--- src/rtl/mem_link_responder.sv ---
// Memory-side link endpoint: turns c_to_m requests into single line transactions
// and returns a write ack or a read header plus LINE_BEATS data beats on m_to_c.
module mem_link_responder #(
  parameter int DATA_W     = 32,
  parameter int LINE_BEATS = 8,
  parameter int OFFSET_W   = 5
) (
  input  logic                         clk,
  input  logic                         rst,
  input  logic [DATA_W-1:0]            address_data_bus_c_to_m,
  input  logic                         address_on_c_to_m,
  input  logic                         data_on_c_to_m,
  input  logic                         read_en_c_to_m,
  input  logic                         write_en_c_to_m,
  input  logic                         resp_c_to_m,
  output logic [DATA_W-1:0]            address_data_bus_m_to_c,
  output logic                         address_on_m_to_c,
  output logic                         data_on_m_to_c,
  output logic                         read_en_m_to_c,
  output logic                         write_en_m_to_c,
  output logic                         resp_m_to_c,
  output logic [DATA_W-1:0]            line_addr,
  output logic                         line_read,
  output logic                         line_write,
  output logic [DATA_W*LINE_BEATS-1:0] line_wdata,
  input  logic                         line_ready,
  input  logic [DATA_W*LINE_BEATS-1:0] line_rdata,
  input  logic                         line_rvalid,
  output logic                         busy,
  output logic                         proto_err
);
  // state      | meaning
  // IDLE       | waiting for a request header
  // WR_COLLECT | gathering write beats into the line buffer
  // ISSUE      | line request held until line_ready
  // RD_WAIT    | waiting for line_rvalid
  // RSP_HDR    | read header held until resp_c_to_m
  // RSP_DATA   | streaming read beats, low word first
  // WR_ACK     | write ack held until resp_c_to_m

  localparam int LINE_W = DATA_W * LINE_BEATS;
  localparam int CNT_W  = $clog2(LINE_BEATS);
  localparam logic [CNT_W-1:0] LAST = CNT_W'(LINE_BEATS - 1);

  typedef enum logic [2:0] {
    IDLE, WR_COLLECT, ISSUE, RD_WAIT, RSP_HDR, RSP_DATA, WR_ACK
  } state_t;

  state_t              state_q, state_n;
  logic [CNT_W-1:0]    cnt_q, cnt_n;
  logic [DATA_W-1:0]   addr_q, addr_n;
  logic                is_wr_q, is_wr_n;
  logic [LINE_W-1:0]   wdata_q, wdata_n;
  logic [LINE_W-1:0]   rdata_q, rdata_n;
  logic                perr_n;
  logic                hdr_rd, hdr_wr;

  logic [DATA_W-1:0]   bus_n;
  logic                aon_n, don_n, ren_n, wen_n, rsp_n, lrd_n, lwr_n;

  assign hdr_rd = address_on_c_to_m && read_en_c_to_m && !write_en_c_to_m;
  assign hdr_wr = address_on_c_to_m && write_en_c_to_m && !read_en_c_to_m;

  always_comb begin
    state_n = state_q;
    cnt_n   = cnt_q;
    addr_n  = addr_q;
    is_wr_n = is_wr_q;
    wdata_n = wdata_q;
    rdata_n = rdata_q;
    perr_n  = proto_err;
    if (state_q != IDLE && address_on_c_to_m) perr_n = 1'b1;
    case (state_q)
      IDLE: begin
        if (data_on_c_to_m) perr_n = 1'b1;
        if (hdr_rd || hdr_wr) begin
          addr_n  = {address_data_bus_c_to_m[DATA_W-1:OFFSET_W], {OFFSET_W{1'b0}}};
          is_wr_n = hdr_wr;
          cnt_n   = '0;
          state_n = hdr_wr ? WR_COLLECT : ISSUE;
        end else if (address_on_c_to_m) begin
          perr_n = 1'b1;
        end
      end
      WR_COLLECT: begin
        if (data_on_c_to_m) begin
          wdata_n[cnt_q*DATA_W +: DATA_W] = address_data_bus_c_to_m;
          cnt_n = cnt_q + 1'b1;
          if (cnt_q == LAST) state_n = ISSUE;
        end
      end
      ISSUE: begin
        if (line_ready) state_n = is_wr_q ? WR_ACK : RD_WAIT;
      end
      RD_WAIT: begin
        if (line_rvalid) begin
          rdata_n = line_rdata;
          state_n = RSP_HDR;
        end
      end
      RSP_HDR: begin
        if (resp_c_to_m) begin
          cnt_n   = '0;
          state_n = RSP_DATA;
        end
      end
      RSP_DATA: begin
        cnt_n = cnt_q + 1'b1;
        if (cnt_q == LAST) state_n = IDLE;
      end
      WR_ACK: begin
        if (resp_c_to_m) state_n = IDLE;
      end
      default: state_n = IDLE;
    endcase
  end

  // Outputs are decoded from the next state so they appear registered with no input-to-output path.
  always_comb begin
    bus_n = '0;
    aon_n = 1'b0;
    don_n = 1'b0;
    ren_n = 1'b0;
    wen_n = 1'b0;
    rsp_n = 1'b0;
    lrd_n = 1'b0;
    lwr_n = 1'b0;
    case (state_n)
      ISSUE: begin
        lrd_n = !is_wr_n;
        lwr_n = is_wr_n;
      end
      RSP_HDR: begin
        aon_n = 1'b1;
        ren_n = 1'b1;
        bus_n = addr_n;
      end
      RSP_DATA: begin
        don_n = 1'b1;
        bus_n = rdata_n[cnt_n*DATA_W +: DATA_W];
        rsp_n = (cnt_n == LAST);
      end
      WR_ACK: begin
        aon_n = 1'b1;
        wen_n = 1'b1;
        rsp_n = 1'b1;
        bus_n = addr_n;
      end
      default: ;
    endcase
  end

  always_ff @(posedge clk or posedge rst) begin
    if (rst) begin
      state_q                 <= IDLE;
      cnt_q                   <= '0;
      addr_q                  <= '0;
      is_wr_q                 <= 1'b0;
      wdata_q                 <= '0;
      rdata_q                 <= '0;
      proto_err               <= 1'b0;
      busy                    <= 1'b0;
      address_data_bus_m_to_c <= '0;
      address_on_m_to_c       <= 1'b0;
      data_on_m_to_c          <= 1'b0;
      read_en_m_to_c          <= 1'b0;
      write_en_m_to_c         <= 1'b0;
      resp_m_to_c             <= 1'b0;
      line_read               <= 1'b0;
      line_write              <= 1'b0;
    end else begin
      state_q                 <= state_n;
      cnt_q                   <= cnt_n;
      addr_q                  <= addr_n;
      is_wr_q                 <= is_wr_n;
      wdata_q                 <= wdata_n;
      rdata_q                 <= rdata_n;
      proto_err               <= perr_n;
      busy                    <= (state_n != IDLE);
      address_data_bus_m_to_c <= bus_n;
      address_on_m_to_c       <= aon_n;
      data_on_m_to_c          <= don_n;
      read_en_m_to_c          <= ren_n;
      write_en_m_to_c         <= wen_n;
      resp_m_to_c             <= rsp_n;
      line_read               <= lrd_n;
      line_write              <= lwr_n;
    end
  end

  assign line_addr  = addr_q;
  assign line_wdata = wdata_q;

endmodule

--- config.mk ---
export PLATFORM = sky130hd
export DESIGN_NAME = mem_link_responder
export DESIGN_NICKNAME = d
export VERILOG_FILES = /design/src/rtl/mem_link_responder.sv
export SDC_FILE = /design/constraint.sdc
export NUM_CORES = 1
export LEC_CHECK = 0
export ABC_CLOCK_PERIOD_IN_PS = 25900
export BUFFER_PORTS_ARGS = -buffer_cell sky130_fd_sc_hd__buf_2
export CORE_AREA = 2 2 247 249
export CTS_CLUSTER_DIAMETER = 30
export CTS_CLUSTER_SIZE = 40
export DETAILED_ROUTE_END_ITERATION = 6
export DIE_AREA = 0 0 249 251
export PLACE_DENSITY = 0.61
export SYNTH_ARGS = -nofsm -noshare
export SYNTH_HDL_FRONTEND = slang
export SYNTH_SLANG_ARGS = --single-unit
--- constraint.sdc ---
create_clock -name clk -period 25.9 [get_ports clk]
set_input_delay 3.885 -clock clk [delete_from_list [all_inputs] [get_ports clk]]
set_output_delay 3.885 -clock clk [all_outputs]
set_load 0.03 [all_outputs]
==> flow_summary.json <==
{
  "status": "complete, no violations",
  "switching_power_uw": 1840,
  "synth_top_family_by_area": "multiplexers",
  "synthCells": 2072,
  "syn_area_per_cell_um2": 11.8,
  "synth_compound_area_share_pct": 10.2,
  "clockBufferDepth": 3,
  "dieArea_mm2": 0.0625,
  "antenna_found_initial": 51,
  "synth_top_area_share_pct": 60.4,
  "ys_top_cells_by_area": "dfrtp_1 (60%), mux2_2 (14%), nand2_1 (5.8%)",
  "synth_area_mm2": 0.0245,
  "synth_mux_area_share_pct": 16.8,
  "dieHeight_um": 251,
  "area_growth_pct": 33.7,
  "final_util_pct": 54.8,
  "grt_usage_pct": 28.1,
  "worstSetupStartpointType": "input port",
  "grt_max_degree": 173,
  "fin_tns_setup_ns": 0,
  "synthFlopType": "dfrtp_1",
  "pwr-share-seq_pct": 29.5,
  "grt_pass1_vias": 20259,
  "ys_seq_area_share_pct": 60.4,
  "synth-simple-area-share_pct": 9.23,
  "nNetsFinal": 3005,
  "drc_errors": 0,
  "setup_ws_ns": 19.12,
  "place_hpwl_mm": 63.4,
  "dp.cells": 3361,
  "holdWs_ns": 0.471,
  "post_cts_resized": 0,
  "crit_path_end_kind": "flip-flop",
  "synthArstFlopShare_pct": 100,
  "yosys.area.top_type": "dfrtp_1",
  "wirelength_mm": 89.0,
  "max_freq_ghz": 0.148,
  "ys_ff_latch": 592,
  "vias_per_cell": 5.47,
  "p_per_area_mw_per_mm2": 149,
  "synth_nets": 2375,
  "cp.required_ns": 26.46,
  "clock-sinks": 592,
  "cts.clk_slew.worst_paths_ns": 0.05,
  "gp_congestion": 0.900,
  "crit_fanout": 172,
  "internal_power_uw": 3030,
  "synthDistinctLibCells": 58,
  "cts_hold_buf": 0,
  "row_count": 90,
  "post_cts_buffers": 0,
  "die_w_um": 249,
  "rsz0062_at_grt": "no",
  "finalClockSkew_ns": 0.0368,
  "cts_tree": "done",
  "hold_viol_final": 0,
  "cp.arrival_ns": 7.33,
  "wl_per_cell_um": 24.6,
  "max_slew_margin_pct": 18.5,
  "num_vias": 19749,
  "rrSetupSlack_ns": 21.37,
  "cap_viol_max_count": 0,
  "io_buffers": 625,
  "synth_edf_count": 0,
  "path_class": "input port to flip-flop",
  "worstMarginPinSlew_ns": 1.22,
  "use_met2_pct": 45.3,
  "drtPass1Iterations": 5,
  "clock-root-buffer": "clkbuf_16",
  "yosys_warnings": 0,
  "place_ws_ns": 18.40,
  "fin_crit_ns": 6.78,
  "gr-total-overflow": 0,
  "period_share_pct": 26.2,
  "clkPwrFrac_pct": 34.0,
  "core_mm2": 0.0598,
  "ioPinCount": 626,
  "dr.first_iter.drc_count": 1423,
  "layout-drive-gt1-share_pct": 43.2,
  "synth_xor_area_share_pct": 0.0714,
  "p_sw_share_pct": 37.8,
  "hold_class": "flip-flop to flip-flop",
  "clkLatencyLatePin_ns": 0.67,
  "top_usage_layer": "met2",
  "combinationalPowerShare_pct": 36.5,
  "met1_usage_pct": 34.2,
  "maxSlewViolCount": 0,
  "use_met3_pct": 8.67,
  "synth-adder-area-share_pct": 0.306,
  "ir_drop_mv": 0.0860,
  "cts_buffers": 121,
  "htreeDepth": 3,
  "p_leak_uw": 0.0164,
  "instances_no_fill": 3612,
  "finalSetupViolCount": 0,
  "start_util_pct": 41.0,
  "grt_first_pass_wirelength_mm": 131,
  "ant_nets": 0
}
## power groups by stage
stage	logic (uW)	clock network [uW]	registers [uW]
2_1_floorplan	857	0	1690
5_1_grt	1900	1720	1470
4_1_cts	1780	1670	1430
3_3_place_gp	1750	0	1420
3_5_place_dp	1770	0	1440
6_report	1780	1660	1440
## layout make-up
cell class              count  area [um2]
well taps                 782         978
fillers                  5106       27000
diodes                     25        62.6
flip-flops and latches    592       14800
repair buffers            651        3340
inverters                  22        91.3
multi-input cells        1314        9050
clock buffers             169        3510
clock inverters            57         942
## state kept, by name, summed over array words and instances, names as in the netlist
register and cells:
line_wdata 256, proto_err 1, data_on_m_to_c 1, line_addr 32, resp_m_to_c 1, rdata_q 256
write_en_m_to_c 1, address_on_m_to_c 1, is_wr_q 1, line_write 1, cnt_q 3, state_q 3
line_read 1, address_data_bus_m_to_c 32, read_en_m_to_c 1, busy 1
## synth_stat cells (4+ instances only)
master	number
dfrtp_1	592
nand2_1	379
mux2_2	315
o21ai_0	262
clkbuf_1	84
mux2i_1	56
nor2_1	46
buf_2	44
nand3b_1	38
o221ai_1	34
o211ai_1	24
a21oi_1	22
inv_1	20
a221o_1	18
or2_2	14
o22ai_1	12
a221oi_1	10
o2111ai_1	9
and2_1	7
buf_4	7
nor3_1	7
buf_1	6
ha_1	6
or2_1	6
a211oi_1	4
nand2b_1	4
nor2b_1	4
## placed cells by master, fill, tap and decap left out, types with 28 or more instances in the layout
cell type    n
buf_2      625
o21ai_0    262
o221ai_1    34
mux2_2     315
dfrtp_1    592
nor2_1      45
nand2_1    372
clkbuf_8    28
nand3b_1    38
mux2i_1     56
clkbuf_16  122
## through the flow
stage / cell area (um2) / total power (uW)
5_1_grt: 32800 / 5090
4_1_cts: 32700 / 4880
3_3_place_gp: 28300 / 3170
2_1_floorplan: 24500 / 2550
6_report: 32800 / 4870
3_5_place_dp: 28300 / 3210
## kinds of logic after synthesis
| kind of cell | after synthesis |
|---|---|
| adders and majority gates | 6 |
| AOI/OAI and AO/OA | 414 |
| buffers and inverters | 166 |
| and+or+nand+nor | 520 |
| xor gates and xnor gates | 2 |
| DFF | 592 |
| muxes | 372 |
## per-layer routing
| layer | up-vias | routed length (um) |
|---|---|---|
| met5 | - | 270 |
| met4 | 44 | 3930 |
| met3 | 249 | 7860 |
| met2 | 949 | 42000 |
| met1 | 9911 | 34900 |
| li1 | 8596 | - |
## worst paths after layout
| check | start | endpoint | cells after the start |
|---|---|---|---|
| setup / recovery | line_rvalid | address_data_bus_m_to_c[21] | 8 |
| hold / removal | line_wdata[109] | line_wdata[109] | 2 |
| setup reg to reg | cnt_q[0] | address_data_bus_m_to_c[21] | 10 |
| hold reg to reg | line_wdata[109] | line_wdata[109] | 2 |
| max in group asynchronous | rst | line_wdata[1] | 5 |
| min in group asynchronous | rst | line_wdata[216] | 2 |
## worst max-delay path: stages
cell and delay, ns:
buf_2 0.12, nand4b_1 0.14, buf_12 0.58, buf_4 0.96, mux2_2 0.44, o21ai_0 0.16, o22ai_1 0.22, a221o_1 0.40
Note: power is estimated with default switching activity, not from simulation.
